File: src/rtl/pipeline_perf_monitor_pkg.sv
// Shared types and constants for the pipeline performance monitor.
// Channel indices follow the CPU hookup: stall on 0, flush on 1.
package perf_mon_pkg;

  typedef enum logic [1:0] {
    IDLE = 2'd0,
    RUN  = 2'd1,
    DONE = 2'd2
  } state_t;

  localparam int STALL_CH = 0;
  localparam int FLUSH_CH = 1;

  // Select covers the cycle counter plus every event channel.
  function automatic int sel_w(input int num_events);
    return (num_events < 1) ? 1 : $clog2(num_events + 1);
  endfunction

endpackage

File: src/rtl/pipeline_perf_monitor_counter.sv
// Single event counter: synchronous clear, freeze, saturate-or-wrap, sticky overflow.
// One-cycle update latency; no backpressure (inc is a plain strobe).
module perf_counter #(
  parameter int CNT_W    = 32,
  parameter bit SATURATE = 1'b1
) (
  input  logic             clk_i,
  input  logic             rst_i,
  input  logic             clr_i,
  input  logic             inc_i,
  input  logic             frz_i,
  output logic [CNT_W-1:0] cnt_o,
  output logic             ovf_o
);

  always_ff @(posedge clk_i) begin
    if (rst_i || clr_i) begin
      cnt_o <= '0;
      ovf_o <= 1'b0;
    end else if (inc_i && !frz_i) begin
      if (&cnt_o) begin
        ovf_o <= 1'b1;
        cnt_o <= SATURATE ? cnt_o : '0;
      end else begin
        cnt_o <= cnt_o + 1'b1;
      end
    end
  end

endmodule

File: src/rtl/pipeline_perf_monitor.sv
// Cycle and qualified-event counters with a cycle budget, freeze-on-done and a registered read port.
// Read data lags rd_sel_i by one cycle; start_i low pauses counting, no other backpressure.
module pipeline_perf_monitor
  import perf_mon_pkg::*;
#(
  parameter int NUM_EVENTS = 2,
  parameter int CNT_W      = 32,
  parameter int MAX_CYCLES = 30,
  parameter bit SATURATE   = 1'b1
) (
  input  logic                          clk_i,
  input  logic                          rst_i,
  input  logic                          start_i,
  input  logic                          clear_i,
  input  logic [NUM_EVENTS-1:0]         event_i,
  input  logic [NUM_EVENTS-1:0]         inhibit_i,
  input  logic [sel_w(NUM_EVENTS)-1:0]  rd_sel_i,
  output logic [CNT_W-1:0]              rd_data_o,
  output logic [CNT_W-1:0]              cycle_o,
  output logic                          done_o,
  output logic [NUM_EVENTS:0]           ovf_o
);

  localparam int                SEL_W     = sel_w(NUM_EVENTS);
  localparam bit                HAS_LIMIT = (MAX_CYCLES != 0);
  localparam logic [CNT_W-1:0]  LAST_CYC  = CNT_W'(MAX_CYCLES - 1);

  state_t              state_q, state_d;
  logic                count_en;
  logic                last_cyc;
  logic                frozen;
  logic [NUM_EVENTS:0] inc;
  logic [CNT_W-1:0]    cnt [NUM_EVENTS+1];
  logic [CNT_W-1:0]    rd_mux;

  // IDLE counts too: the edge that leaves IDLE is the first counted cycle.
  assign frozen   = (state_q == DONE);
  assign count_en = start_i && !clear_i && !frozen;
  assign last_cyc = HAS_LIMIT && (cnt[0] == LAST_CYC);
  assign inc      = {event_i & ~inhibit_i & {NUM_EVENTS{count_en}}, count_en};

  always_ff @(posedge clk_i) begin
    if (rst_i) state_q <= IDLE;
    else       state_q <= state_d;
  end

  always_comb begin
    state_d = state_q;
    if (clear_i) begin
      state_d = IDLE;
    end else begin
      case (state_q)
        IDLE:    if (start_i) state_d = last_cyc ? DONE : RUN;
        RUN:     if (start_i && last_cyc) state_d = DONE;
        DONE:    state_d = DONE;
        default: state_d = IDLE;
      endcase
    end
  end

  for (genvar k = 0; k <= NUM_EVENTS; k++) begin : g_cnt
    perf_counter #(
      .CNT_W    (CNT_W),
      .SATURATE (SATURATE)
    ) u_cnt (
      .clk_i (clk_i),
      .rst_i (rst_i),
      .clr_i (clear_i),
      .inc_i (inc[k]),
      .frz_i (frozen),
      .cnt_o (cnt[k]),
      .ovf_o (ovf_o[k])
    );
  end

  // Out-of-range selects fall through to zero.
  always_comb begin
    rd_mux = '0;
    for (int k = 0; k <= NUM_EVENTS; k++) begin
      if (rd_sel_i == SEL_W'(k)) rd_mux = cnt[k];
    end
  end

  always_ff @(posedge clk_i) begin
    if (rst_i || clear_i) rd_data_o <= '0;
    else                  rd_data_o <= rd_mux;
  end

  assign cycle_o = cnt[0];
  assign done_o  = frozen;

endmodule

File: config.mk
export PLATFORM = sky130hd
export DESIGN_NAME = pipeline_perf_monitor
export DESIGN_NICKNAME = d
export VERILOG_FILES = /design/src/rtl/pipeline_perf_monitor_pkg.sv /design/src/rtl/pipeline_perf_monitor_counter.sv /design/src/rtl/pipeline_perf_monitor.sv
export SDC_FILE = /design/constraint.sdc
export NUM_CORES = 1
export LEC_CHECK = 0
export BUFFER_PORTS_ARGS = -buffer_cell sky130_fd_sc_hd__buf_2
export CAP_MARGIN = 10
export CORE_ASPECT_RATIO = 0.75
export CORE_MARGIN = 1.5
export CORE_UTILIZATION = 35
export DETAILED_ROUTE_END_ITERATION = 6
export GPL_ROUTABILITY_DRIVEN = 0
export SLEW_MARGIN = 5
export SYNTH_ARGS = -nofsm -noshare
export SYNTH_HDL_FRONTEND = slang
export SYNTH_HIERARCHICAL = 1
export SYNTH_SLANG_ARGS = --single-unit
File: constraint.sdc
create_clock -name clk_i -period 2.96 [get_ports clk_i]
set_clock_uncertainty 0.2 [all_clocks]
set_input_delay 0.444 -clock clk_i [delete_from_list [all_inputs] [get_ports clk_i]]
set_output_delay 0.444 -clock clk_i [all_outputs]
set_load 0.03 [all_outputs]
==> impl_metrics.json <==
{
  "seq_area_frac_synth": 0.370,
  "synth_area_leaders": "dfxtp_1 (37%), mux2i_1 (5.4%), nor2_1 (5.3%), a21oi_2 (4.5%), a21oi_1 (3.9%)",
  "grt_pass1_vias": 6085,
  "placement.cell_area_mm2": 0.00794,
  "post-dp-hpwl_mm": 14.4,
  "status": "finished clean",
  "ys_seq_elements": 133,
  "max_slew_margin": 0.235,
  "synth_area_mm2": 0.00720,
  "fin_hold_ws_ns": 0.160,
  "p_seq_frac": 0.410,
  "wl_per_cell_um": 17.1,
  "synth-main-ff-cell": "dfxtp_1",
  "area_delta_synth_final_pct": 22.1,
  "grt_max_degree": 33,
  "path_class": "reg2reg",
  "fin_area_mm2": 0.00879,
  "std_cell_rows": 45,
  "insertedDiodeCount": 0,
  "powerDensity_mw_per_mm2": 498,
  "holdPathEnd": "state_q[0]",
  "layout_commonest_cell": "dfxtp_1",
  "clock-sinks": 133,
  "r2r-end": "g_cnt[1].u_cnt/cnt_o[17]",
  "die_height_um": 127,
  "peakVddDrop_uv": 345,
  "antenna_found_initial": 0,
  "reg2regPathDepth": 11,
  "coreArea_mm2": 0.0202,
  "pwr-share-comb": 0.031,
  "seq_area_mm2": 0.00266,
  "wl_mm": 20.7,
  "clk_latency_ns": 0.43,
  "synth_largest_type_area_fraction": 0.370,
  "clk_pin_slew_ns": 0.06,
  "cp.required_ns": 3.11,
  "pwr-share-clk": 0.560,
  "p_int_w": 0.00346,
  "cts_tree": "built",
  "grtUsageTotal": 0.199,
  "fin_total_pwr_w": 0.00438,
  "period_needed_ns": 2.89,
  "cts_buffers": 17,
  "synth-edff-count": 0,
  "multi_input_comb_area_mm2": 0.00425,
  "finalMaxSlewViolations": 0,
  "finalSetupViolations": 0,
  "layout.cells.non_filler": 1210,
  "final_cell_mix": "dfxtp_1 (132), nor2_1 (101), buf_2 (77)",
  "worst_pin_slew_ns": 1.15,
  "yosys_warnings": 6,
  "r2r-start": "state_q[0]",
  "swShare": 0.211,
  "antenna_left": 0,
  "grt_pass1_wl_mm": 33.5,
  "yosysUniqueCellTypes": 53,
  "final_nets": 956,
  "cellLeakagePower_nw": 3.08,
  "avgSynthCellArea_um2": 8.64,
  "hold_path_depth": 3,
  "dieArea_mm2": 0.0215,
  "portBuffers": 77,
  "start_util": 0.356,
  "grt_remaining_overflow": 0,
  "p_sw_w": 0.000926,
  "drive_gt1_frac": 0.266,
  "endpoint_kind": "flop",
  "cts.path.max_buffers": 2,
  "pin_count": 78,
  "syn-num-nets": 851,
  "syn_inst": 834,
  "clock.fmax_mhz": 347,
  "placedCellCount": 1166,
  "reg2reg_slack_ns": 0.07,
  "crit_path_max_fanout": 7,
  "finalCritPeriodShare": 0.975,
  "dr.first_iter.drc_count": 589,
  "cts_root_buf": "clkbuf_16",
  "arrival_ns": 3.04,
  "drt_first_pass_iters": 7,
  "htree_levels": 4,
  "viasPerCell": 5.59,
  "hold_class": "in2reg",
  "fillCellCount": 2031,
  "hold_viol": 0,
  "hold_start": "start_i",
  "vias": 6758,
  "async_flop_share": 0,
  "drc": 0,
  "drv_cap": 0,
  "start_kind": "flop",
  "die_w_um": 169,
  "yosys.area.top_type": "dfxtp_1"
}
==> how the worst max path moves through the flow <==
stage,to,from,cells past startpoint,slack (ns)
after global routing,g_cnt[1].u_cnt/cnt_o[17],state_q[0],11,-0.02
after detailed placement,g_cnt[1].u_cnt/cnt_o[25],state_q[0],10,-0.12
final,g_cnt[1].u_cnt/cnt_o[17],state_q[0],11,0.07
after floorplan,g_cnt[2].u_cnt/cnt_o[27],state_q[0],11,0.05
after CTS,g_cnt[1].u_cnt/cnt_o[31],state_q[0],11,0.002
after global placement,g_cnt[1].u_cnt/cnt_o[25],state_q[0],10,-0.04
==> metrics by stage <==
| stage | utilization | setup WS, ns | TNS (ns) |
|---|---|---|---|
| after CTS | 0.429 | 0.00167 | 0 |
| after detailed placement | 0.393 | -0.117 | -0.464 |
| after global placement | 0.393 | -0.0360 | -0.0771 |
| after global routing | 0.435 | -0.0165 | -0.0165 |
| after floorplan | - | 0.0534 | 0 |
| final | 0.435 | 0.0746 | 0 |
==> critical path, stage by stage (launching register included) <==
cell and delay (ns):
dfxtp_2 0.33, inv_2 0.05, ha_4 0.16, nor2_4 0.11, nand2_4 0.08, nor3b_2 0.21, nor2b_4 0.20, nand4_1 0.24
a2111o_2 0.61, buf_6 0.15, or3_1 0.35, a21oi_1 0.12
==> sequential cells by signal, summed over array words and instances (netlist names) <==
| name | flops |
|---|---|
| rd_data_o | 32 |
| state_q | 2 |
| g_cnt.u_cnt/cnt_o | 96 |
| g_cnt.u_cnt/ovf_o | 3 |
==> per-layer routing <==
layer | up-vias | part of all wire | global-route usage
met1 | 3177 | 0.52 | 0.301
li1 | 3319 | - | -
met4 | 0 | 0.014 | 0.0604
met2 | 236 | 0.40 | 0.277
met3 | 26 | 0.066 | 0.0424
met5 | - | 0 | 0
==> power by group through the flow <==
stage / clock network, W / logic (W) / registers (W)
6_report: 0.00245 / 0.000134 / 0.00179
3_5_place_dp: 0 / 0.000128 / 0.00183
2_1_floorplan: 0 / 0.0000961 / 0.00183
5_1_grt: 0.00257 / 0.000147 / 0.00179
3_3_place_gp: 0 / 0.000128 / 0.00183
4_1_cts: 0.00249 / 0.000129 / 0.00179
==> Yosys cell counts, types with 22 or more instances <==
cell / n
or3_1: 36
a21oi_1: 56
nand2_1: 61
clkbuf_1: 22
o31ai_1: 27
or4_1: 30
a21oi_2: 37
nor2_1: 102
mux2i_1: 39
dfxtp_1: 133
nand4_1: 35
nor4_1: 25
==> timing repair <==
item / CTS / global route
endpoints found under the hold margin: 0 / 0
buffers inserted: 5 / 5
endpoints found under the setup margin: 14 / 27
pin swaps: 4 / 10
resized for setup: 4 / 18
gates cloned: 1 / 1
hold buffers: 0 / 0
==> kinds of logic after synthesis <==
| logic type | count (synthesis) | synth area share |
|---|---|---|
| buf+inv | 64 | 0.0540 |
| fa+ha+maj | 7 | 0.0122 |
| xor+xnor | 27 | 0.0328 |
| flops | 133 | 0.370 |
| compound gates | 173 | 0.163 |
| simple gates | 391 | 0.314 |
| mux | 39 | 0.0542 |
==> cell type report <==
type / instances / area share
Multi-Input combinational cell: 639 / 0.483
Sequential cell: 133 / 0.303
Timing Repair Buffer: 130 / 0.0928
Clock buffer: 19 / 0.0515
Tap cell: 258 / 0.0367
Clock inverter: 13 / 0.0258
Inverter: 18 / 0.00768
Power figures use the tool's default switching activity.
